### src/rtl/delay_match_counter.sv
// delay_match_counter: checks b exactly DELAY sampled cycles after each a, counting matches and misses
module delay_match_counter #(
  parameter int DELAY = 1,
  parameter int CNT_W = 8
) (
  input  logic             clk,
  input  logic             rst_n,
  input  logic             en,
  input  logic             clr,
  input  logic             a,
  input  logic             b,
  output logic             match,
  output logic             miss,
  output logic             busy,
  output logic [CNT_W-1:0] match_count,
  output logic [CNT_W-1:0] miss_count,
  output logic             sat
);
  logic [DELAY-1:0] sr, sr_d;
  logic             hit, lose;
  logic [CNT_W-1:0] mc_d, xc_d;
  always_comb begin
    sr_d = en ? DELAY'({sr, a}) : sr;
    hit  = en & sr[DELAY-1] & b;
    lose = en & sr[DELAY-1] & ~b;
    mc_d = (hit && match_count != '1) ? match_count + CNT_W'(1) : match_count;
    xc_d = (lose && miss_count != '1) ? miss_count + CNT_W'(1) : miss_count;
  end
  always_ff @(posedge clk)
    if (!rst_n || clr) begin
      sr          <= '0;
      busy        <= 1'b0;
      match       <= 1'b0;
      miss        <= 1'b0;
      match_count <= '0;
      miss_count  <= '0;
      sat         <= 1'b0;
    end else begin
      sr          <= sr_d;
      busy        <= |sr_d;
      match       <= hit;
      miss        <= lose;
      match_count <= mc_d;
      miss_count  <= xc_d;
      sat         <= sat | (&mc_d) | (&xc_d);
    end
endmodule

### config.mk
export PLATFORM = sky130hd
export DESIGN_NAME = delay_match_counter
export DESIGN_NICKNAME = d
export VERILOG_FILES = /design/src/rtl/delay_match_counter.sv
export SDC_FILE = /design/constraint.sdc
export NUM_CORES = 1
export LEC_CHECK = 0
export ABC_AREA = 1
export ABC_CLOCK_PERIOD_IN_PS = 1330
export CORE_MARGIN = 3
export CORE_UTILIZATION = 45
export DETAILED_ROUTE_END_ITERATION = 8
export PLACE_DENSITY_LB_ADDON = 0.25
export SLEW_MARGIN = 20
export SYNTH_ARGS = -nofsm -noshare
export SYNTH_HDL_FRONTEND = slang
export SYNTH_SLANG_ARGS = --single-unit
### constraint.sdc
create_clock -name clk -period 1.33 [get_ports clk]
set_input_delay 0.266 -clock clk [delete_from_list [all_inputs] [get_ports clk]]
set_output_delay 0.266 -clock clk [all_outputs]
set_load 0.005 [all_outputs]
==> results by group, run 1 <==
Setup path
  • CP Max Fanout: 5
  • Startpoint type of the worst setup path: flop
  • Worst Setup SP: miss_count[1]
  • Register-to-Register Path Depth: 12
  • Max incr delay on CP: 0.39 ns
  • R2R Setup Slk: -0.26 ns
  • Reg-to-reg endpoint: sat
  • Worst setup path category: reg -> reg
  • Worst setup EP type: flop
  • CP required: 1.57 ns
  • Worst path bufs/invs: 0
  • Worst r2r src: miss_count[1]
  • Worst Path Arrival: 1.83 ns
  • Worst path cell trace: ha_4 > nand2_4 > nor2_4 > nand2_4 > nand2_4 > nand2_2 > o21ai_4 > nor2_2 > nand2_1 > nor2_1 > nor2_1 > nor2_1
  • Slowest CP cell: dfxtp_4
  • Worst path top cell family by delay: simple AND/OR/NAND/NOR gates

Route
  • Final WL: 4.77 mm
  • Drt first pass iters: 5
  • Post-DR vias/cell: 5.50
  • Number of remaining DRC errors: 0
  • Detailed Route Iter0 Violations: 88
  • Vias post-DR: 1,607
  • Routed len/inst: 16.3 um
  • Antenna viol nets, final: 0

Final layout
  • Layout cells sized above 1: 48.5%
  • Area delta synth->final: 77.5%
  • # nets final: 273
  • N_diodes: 0

STA
  • Final worst-path cycle share: 120%
  • Clk_skew: 0.0129 ns
  • Total negative slack: -0.438 ns
  • Setup violators final: 4
  • RSZ-0062 raised after global routing: true
  • Max-slew violations: 0
  • WHS: 0.434 ns
  • F_max: about 630 MHz
  • Final Critical Period: about 1.6 ns
  • Slew headroom: around 82%
  • Worst Tran Pin Value: ~0.27 ns
  • Final Hold Fails: 0
  • Post-route setup slack: -0.265 ns

Global route
  • Vias in the first global route: 1,486
  • Initial antenna violation count: 0
  • All-Layer GR Usage: between 20% and 30%
  • Total gr overflow: 0
  • First-pass GRT wire length: 6.62 mm
  • Largest net degree at the start of global routing: 14

Run status
  • Run status: finished with violations
  • Failing checks: negative setup slack

Pwr
  • Cell Pwr Density: 574 nW/um2
  • IR drop worst, VDD: 0.000634 V
  • Leak: a little under 1 nW

Synthesis
  • Proportion of netlist area held by the largest area contributor: 33.7%
  • Ranking of synthesized cells by area: dfxtp_1 34%, nand2_1 15%, nor2_1 9.5%
  • Netlist Area Pre-Place: 1190 um2
  • Yosys warnings: 0
  • Syn_nets: 194
  • Synth top cells by count: 49 x nand2_1, 30 x nor2_1, 28 x inv_1
  • Syn avg cell area: 6.39 um2
  • Synth area leader: dfxtp_1
  • Post-synth EDFFs: 0
  • Synth Flop Type: dfxtp_1
  • Synth cell types: 22
  • #FFs+latches synth: 20
  • Most frequent cell after synthesis: nand2_1
  • Post-Synthesis Cells: 186
  • Asr flop ratio synth: 0%
  • Sequential fraction of the synthesis area: 33.7%

Die
  • Core Region: 2360 um2
  • Die width: 57.4 um
  • Total Die Area: 3290 um2
  • # IOs: 26
  • Die H: between 50 and 60 um
  • Initial Util: roughly half
  • FP Rows: 17

Worst hold path
  • Hold depth: 2
  • HP Class: in -> reg
  • Hold path endpoint: sr
  • Hold Crit Start: en

CTS
  • Worst skew pair latency: ~0.33 ns
  • CTS Buf Count: 3
  • CTS clk-pin slew, worst paths: 0.14 ns
  • Clk sinks: 20
  • Htree depth: 1
  • Maximum root-to-sink buffer count: 2
  • TritonCTS clock tree: yes
  • Root buf cell: clkbuf_4

Run
  • Max Cap Viol: 0

Place
  • GPL Wtd Cong: 0.807
  • Input/output buffers: 25
  • Detailed placer's ending HPWL: ~2.4 mm
[state kept, by name, summed over array words and instances, names as in the netlist]
signal and count:
match_count 8, miss_count 8, match 1, miss 1, sat 1, sr 1
[final cells by class]
cell class	instances	area, um2
Fill cell	99	251
Clock inverter	1	30.0
Multi-Input combinational cell	135	855
Tap cell	28	35.0
Timing Repair Buffer	74	603
Inverter	31	126
Clock buffer	3	22.5
Sequential cell	20	438
[per-layer routing]
layer  vias to the layer above  share of wire, %  wire, um  GRT usage [%]
li1                        738                 -         -              -
met1                       731                39      1840           29.8
met2                       116                49      2320           46.1
met3                        22               8.6       408           3.62
met4                         0               4.0       191           10.3
met5                         -                 0         0              0
[cell usage in the layout, fill, tap and decap left out, types with 6 or more instances in the layout]
cell type	Yosys	layout
buf_4	0	42
buf_6	0	7
clkbuf_2	0	6
clkdlybuf4s15_1	0	7
dfxtp_2	0	12
dfxtp_4	0	6
dlygate4sd2_1	0	9
inv_1	28	26
nand2_1	49	38
nand2_2	5	14
nand3_1	20	13
nand3_2	2	6
nor2_1	30	22
nor2_2	5	7
nor2_4	2	8
[worst max path at each step]
stage | to | depth (start not counted)
detailed placement | sat | 11
CTS | sat | 13
global route | sat | 11
floorplan | sat | 12
finish | sat | 12
global placement | sat | 10
[where the power goes]
group	switching, mW	internal, mW	leakage (nW)
clock	0.230	0.305	0.0279
combinational	0.0448	0.0376	0.784
sequential	0.00248	0.590	0.172
total	0.278	0.933	0.984
[logic make-up after synthesis]
kind of cell | after synthesis | share of synthesized area, %
simple gates | 121 | 48.2
xor+xnor | 1 | 0.737
flops | 20 | 33.7
compound gates | 10 | 4.63
fa+ha+maj | 2 | 2.10
buf+inv | 32 | 10.6
[timing repair]
action                     4_1_cts  5_1_grt
buffers inserted                11        5
hold buffers                     0        0
setup endpoints to repair       24       23
gates resized for setup         66       45
pin swaps                       17       17
cloned                           1        0
[through the flow]
stage	cells	setup slack [ns]	cell area [um2]	power (mW)	utilization, %
final	292	-0.265	2110	1.21	89.3
after global routing	292	-0.334	2110	1.24	89.3
after CTS	288	-0.100	1990	1.19	84.3
after detailed placement	273	-0.525	1760	0.678	74.5
after global placement	273	-0.479	1760	0.676	74.5
after floorplan	186	-0.0450	1210	0.637	-
Power figures use the tool's default switching activity.
==> run 2, diff against run 1 <==
--- a/config.mk
+++ b/config.mk
@@ -6,10 +6,11 @@
 export NUM_CORES = 1
 export LEC_CHECK = 0
 export ABC_AREA = 1
-export ABC_CLOCK_PERIOD_IN_PS = 1330
+export ABC_CLOCK_PERIOD_IN_PS = 1850
 export CORE_MARGIN = 3
-export CORE_UTILIZATION = 45
+export CORE_UTILIZATION = 53
 export DETAILED_ROUTE_END_ITERATION = 8
+export HOLD_SLACK_MARGIN = 0.08
 export PLACE_DENSITY_LB_ADDON = 0.25
 export SLEW_MARGIN = 20
 export SYNTH_ARGS = -nofsm -noshare
==> constraint.sdc (replaced) <==
create_clock -name clk -period 1.85 [get_ports clk]
set_input_delay 0.37 -clock clk [delete_from_list [all_inputs] [get_ports clk]]
set_output_delay 0.37 -clock clk [all_outputs]
set_load 0.005 [all_outputs]
==> run 2 against run 1 <==
The run now ends clean. Via count fell by 17%. Clock skew fell by 0.0083 ns. Global-route usage fell by 0.62 points. Register-to-register slack improved by 0.42 ns. Largest power group unchanged. Highest routed layer unchanged.
==> results by group, run 2 (synthesis results as in run 1) <==
Setup path
  • Register-to-Register Path Depth: 12 (unchanged)
  • Critical Path Sink: match_count[2]
  • Worst r2r src: miss_count[0]
  • Max incr delay on CP: 0.55 ns (+0.16 ns)
  • Worst setup EP type: primary output
  • Worst Path Arrival: 1.33 ns (-0.50 ns)
  • Reg-to-reg endpoint: sat
  • Worst setup path category: reg -> out
  • Worst path bufs/invs: 1 (+1)
  • Worst path top cell family by delay: buffers and inverters
  • Slowest CP cell: clkdlybuf4s50_1
  • Worst Setup SP: match_count[2]
  • Crit path depth: 1 (-11)
  • R2R Setup Slk: 0.16 ns (+0.42 ns)
  • Worst path cell trace: clkdlybuf4s50_1
  • CP Max Fanout: 6 (+1)
  • Startpoint type of the worst setup path: flop
  • CP required: 1.48 ns (-0.09 ns)

STA
  • Worst Tran Pin Value: 0.242 ns (-0.0288 ns)
  • RSZ-0062 raised after global routing: false
  • Setup violators final: 0 (-4)
  • Clk_skew: 0.00462 ns (-0.00832 ns)
  • Final Critical Period: 1.70 ns
  • Max-slew violations: 0 (unchanged)
  • Final Hold Fails: 0 (unchanged)
  • Slew headroom: 83.8% (+1.9 points)
  • F_max: 588 MHz
  • Final worst-path cycle share: between 90% and 100%

Pwr
  • IR drop worst, VDD: 0.000603 V (-4.9%)
  • Cell Pwr Density: 532 nW/um2 (-7.3%)
  • Leak: 0.660 nW (-33%)

Run
  • Max Cap Viol: 0 (unchanged)

Global route
  • Total gr overflow: 0 (unchanged)
  • Initial antenna violation count: 0 (unchanged)
  • Largest net degree at the start of global routing: 13 (-1)
  • First-pass GRT wire length: 5.19 mm (-22%)
  • Vias in the first global route: 1,268 (-15%)
  • All-Layer GR Usage: 24.9% (-0.62 points)

Final layout
  • N_diodes: 0 (unchanged)
  • Most common cell after layout, fill and taps aside: nand2_1
  • Final core utilization: 78.4% (-11 points)
  • Top flop regs: match_count: 8 flops, miss_count: 8 flops
  • # nets final: 233 (-15%)
  • Area delta synth->final: 34.7%
  • Layout cells sized above 1: 16.1% (-32 points)
  • Most frequent cells in the layout: 49 x nand2_1, 30 x nor2_1, 28 x inv_1, 25 x clkdlybuf4s50_1, 20 x nand3_1
  • Fin cells: 251 (-14%)

Place
  • GPL Wtd Cong: 0.833 (+3.1%)
  • Cells after DPL: 247 (-9.5%)
  • Input/output buffers: 25 (unchanged)
  • Detailed placer's ending HPWL: 2.26 mm (-3.9%)

CTS
  • Root buf cell: clkbuf_4
  • TritonCTS clock tree: yes
  • # hold bufs at CTS: 0 (unchanged)
  • Clk sinks: 20 (unchanged)
  • Post-CTS Setup Inserts: 0 (-11)
  • CTS Buf Count: 3 (unchanged)
  • Maximum root-to-sink buffer count: 2 (unchanged)
  • CTS clk-pin slew, worst paths: 0.13 ns (about the same)
  • Htree depth: 1 (unchanged)
  • PostCTS Resize Cnt: 0 (-100%)
  • Worst skew pair latency: 0.31 ns (-0.02 ns)

Route
  • Routed len/inst: 12.3 um (-25%)
  • Vias post-DR: 1,338 (-17%)
  • Final WL: 3.09 mm (-35%)
  • Antenna viol nets, final: 0 (unchanged)
  • Number of remaining DRC errors: 0 (unchanged)
  • Drt first pass iters: 4 (-1)
  • Post-DR vias/cell: 5.33 (-3.1%)
  • Detailed Route Iter0 Violations: 50 (-43%)

Die
  • Die H: 53.4 um (-7.0%)
  • Die width: 53.4 um (-7.0%)
  • Core Region: 2040 um2 (-14%)
  • # IOs: 26 (unchanged)
  • Total Die Area: 2850 um2 (-14%)
  • Initial Util: 58.2% (+7.9 points)
  • FP Rows: 16 (-1)

Worst hold path
  • HP Class: reg -> reg
  • Hold depth: 2 (unchanged)

Run status
  • Run status: completed
==> run 2: changes by cell type in the layout (fill, tap and decap cells not counted), moves of 7 or more <==
cell / previous run / this run
buf_4: 42 / 10
buf_6: 7 / 0
clkdlybuf4s15_1: 7 / 0
clkdlybuf4s50_1: 3 / 25
dfxtp_1: 2 / 18
dfxtp_2: 12 / 2
dlygate4sd2_1: 9 / 0
nand2_1: 38 / 49
nand2_2: 14 / 5
nand3_1: 13 / 20
nor2_1: 22 / 30
==> run 2: worst min path at each step <==
stage | from | to
floorplan | en | sr
global route | match_count[0] | match_count[0]
finish | match_count[0] | match_count[0]
detailed placement | match_count[3] | match_count[3]
CTS | match_count[3] | match_count[3]
global placement | match_count[3] | match_count[3]
==> run 2: per-stage QoR <==
step / setup slack [ns] / TNS, ns / total power, mW / hold WS (ns) / area [um2]
final: 0.150 / 0 / 0.852 / 0.540 / 1600
after global routing: 0.0174 / 0 / 0.871 / 0.567 / 1600
after CTS: 0.123 / 0 / 0.857 / 0.546 / 1600
after detailed placement: -0.119 / -0.119 / 0.488 / 0.529 / 1540
after global placement: -0.0282 / -0.0282 / 0.486 / 0.512 / 1540
after floorplan: 0.390 / 0 / 0.460 / 0.463 / 1190
==> run 2: report_power, final <==
part	switching (mW)	total, mW	internal (mW)	leakage (nW)
sequential	0.00251	0.435	0.432	0.162
combinational	0.0217	0.0440	0.0223	0.470
clock	0.154	0.374	0.219	0.0279
total	0.179	0.852	0.674	0.660
==> run 2: layer usage <==
metal  track usage (%)  vias to the layer above  wire length, um
li1                  -                      649                -
met1              29.1                      612             1300
met2              41.2                       62             1480
met3              4.23                       15              182
met4              16.2                        0              118
met5                 0                        -                0
==> run 2: cell type report <==
type	instances	area, um2
well taps	27	33.8
fillers	158	440
clock inverters	1	30.0
inverters	31	123
clock buffers	3	22.5
repair buffers	35	325
flip-flops and latches	20	403
multi-input cells	134	664
==> run 3, diff against run 2 <==
==> constraint.sdc (replaced) <==
create_clock -name clk -period 1.85 [get_ports clk]
set_input_delay 0.2775 -clock clk [delete_from_list [all_inputs] [get_ports clk]]
set_output_delay 0.2775 -clock clk [all_outputs]
set_load 0.005 [all_outputs]
==> run 3 against run 2 <==
Maximum frequency rose by 6.2%. Non-clock buffer count fell by 9. Final cell count fell by 4.0%. Global-route usage fell by 3.5 points. First-iteration DRC count fell by 56%. Total power fell by 21%.
==> results by group, run 3 (synthesis results as in run 1) <==
Die
  • Total Die Area: 2850 um2 (unchanged)
  • Initial Util: 58.2% (unchanged)
  • Die H: 53.4 um (unchanged)
  • Core Region: 2040 um2 (unchanged)
  • # IOs: 26 (unchanged)
  • Die width: 53.4 um (unchanged)
  • FP Rows: 16 (unchanged)

Route
  • Antenna viol nets, final: 0 (unchanged)
  • Final WL: 2.55 mm (-17%)
  • Number of remaining DRC errors: 0 (unchanged)
  • Post-DR vias/cell: 4.91 (-7.9%)
  • Detailed Route Iter0 Violations: 22 (-56%)
  • Vias post-DR: 1,183 (-12%)
  • Routed len/inst: 10.6 um (-14%)
  • Drt first pass iters: 4 (unchanged)

CTS
  • TritonCTS clock tree: yes
  • Root buf cell: clkbuf_4
  • Clk sinks: 20 (unchanged)
  • Maximum root-to-sink buffer count: 2 (unchanged)
  • CTS clk-pin slew, worst paths: 0.10 ns (-0.03 ns)
  • CTS Buf Count: 3 (unchanged)
  • Htree depth: 1 (unchanged)
  • Worst skew pair latency: 0.30 ns (about the same)

Place
  • Area after DPL: 1480 um2 (-4.4%)
  • Input/output buffers: 25 (unchanged)
  • DP Worst Slack: -0.0295 ns (+0.0899 ns)
  • Cells after DPL: 238 (-3.6%)
  • Detailed placer's ending HPWL: 2.01 mm (-11%)
  • GPL Wtd Cong: 0.877 (+5.3%)

Final layout
  • Area delta synth->final: 26.5%
  • # nets final: 224 (-3.9%)
  • Fillers: 180 (+14%)
  • Most frequent cells in the layout: 49 x nand2_1, 30 x nor2_1, 28 x inv_1, 25 x clkdlybuf4s50_1, 20 x nand3_1
  • Layout cells sized above 1: 12.1% (-3.9 points)
  • N_diodes: 0 (unchanged)
  • Fin cells: 241 (-4.0%)
  • Post-route design area: 1500 um2 (-6.1%)
  • Most common cell after layout, fill and taps aside: nand2_1
  • Top flop regs: match_count: 8 flops, miss_count: 8 flops
  • Final core utilization: 73.7% (-4.8 points)

STA
  • Setup violators final: 0 (unchanged)
  • Final Critical Period: 1.60 ns (-0.0997 ns)
  • WHS: 0.518 ns (-0.0224 ns)
  • Worst Tran Pin Value: 0.231 ns (-0.0108 ns)
  • Final worst-path cycle share: 86.5% (-5.4 points)
  • Clk_skew: 0.00438 ns (-0.000241 ns)
  • RSZ-0062 raised after global routing: false
  • Post-route setup slack: 0.249 ns (+0.0997 ns)
  • F_max: 625 MHz (+6.2%)
  • Final Hold Fails: 0 (unchanged)
  • Slew headroom: 84.4% (+0.61 points)
  • Max-slew violations: 0 (unchanged)

Setup path
  • Worst setup path category: reg -> reg
  • Startpoint type of the worst setup path: flop
  • Worst setup EP type: flop
  • Worst Path Arrival: 1.80 ns (+0.47 ns)
  • CP Max Fanout: 9 (+3)
  • CP required: 2.05 ns (+0.57 ns)

Pwr
  • IR drop worst, VDD: 0.000428 V (-29%)
  • Cell Pwr Density: 448 nW/um2 (-16%)
  • Leak: 0.606 nW (-8.2%)

Global route
  • Total gr overflow: 0 (unchanged)
  • Vias in the first global route: 1,076 (-15%)
  • Initial antenna violation count: 0 (unchanged)
  • Largest net degree at the start of global routing: 18 (+5)
  • All-Layer GR Usage: 21.4% (-3.5 points)
  • First-pass GRT wire length: 4.46 mm (-14%)

Run status
  • Run status: completed

Run
  • Max Cap Viol: 0 (unchanged)

Worst hold path
  • HP Class: in -> reg
==> run 3: routing by layer <==
layer  GRT usage, %  up-vias  routed length [um]
li1               -      633                   -
met1           26.8      525                1260
met2           35.1       20                1150
met3           6.20        5                 110
met4           6.38        0                  21
met5              0        -                   0
==> run 3: per-stage QoR <==
step / power, mW / setup TNS (ns)
2_1_floorplan: 0.460 / 0
3_3_place_gp: 0.481 / 0
3_5_place_dp: 0.482 / -0.0295
4_1_cts: 0.683 / 0
5_1_grt: 0.704 / 0
6_report: 0.673 / 0
==> run 3: final cells by class <==
class	instances	area, um2	share of cell area [%]
timing repair buffer	26	258	17.1
multi-input combinational	134	664	44.2
sequential	20	403	26.8
tap	27	33.8	2.25
clock buffer	3	22.5	1.50
inverter	31	123	8.15
==> run 3: report_power, final <==
part	switching [mW]	total [mW]	internal (mW)	leakage (nW)
sequential	0.00241	0.434	0.432	0.162
clock	0.126	0.202	0.0760	0.0138
combinational	0.0193	0.0372	0.0179	0.430
total	0.147	0.673	0.526	0.606
==> run 3: worst max-delay path: stages (launching register included) <==
cell and delay (ns):
dfxtp_1 0.41, ha_1 0.22, nand2_2 0.09, nor2_4 0.14
nand2_4 0.10, nand2_4 0.09, nand2_1 0.05, o21ai_1 0.09
nor2_1 0.06, nand2_1 0.06, nor2_1 0.04, nor2_1 0.10
nor2_1 0.04
==> run 3: path summary, 6_finish.rpt <==
kind	slack (ns)	from	cells after the start	end
worst max-delay path	0.25	miss_count[0]	12	sat
worst min-delay path	0.52	a	3	sr
worst max register to register	0.25	miss_count[0]	12	sat
worst min register to register	0.53	match_count[1]	2	match_count[1]
==> run 3: timing repair <==
action                     4_1_cts  5_1_grt
setup endpoints to repair        0        1
gates resized for setup          0        3
hold buffers                     0        0
setup buffers                    0        0
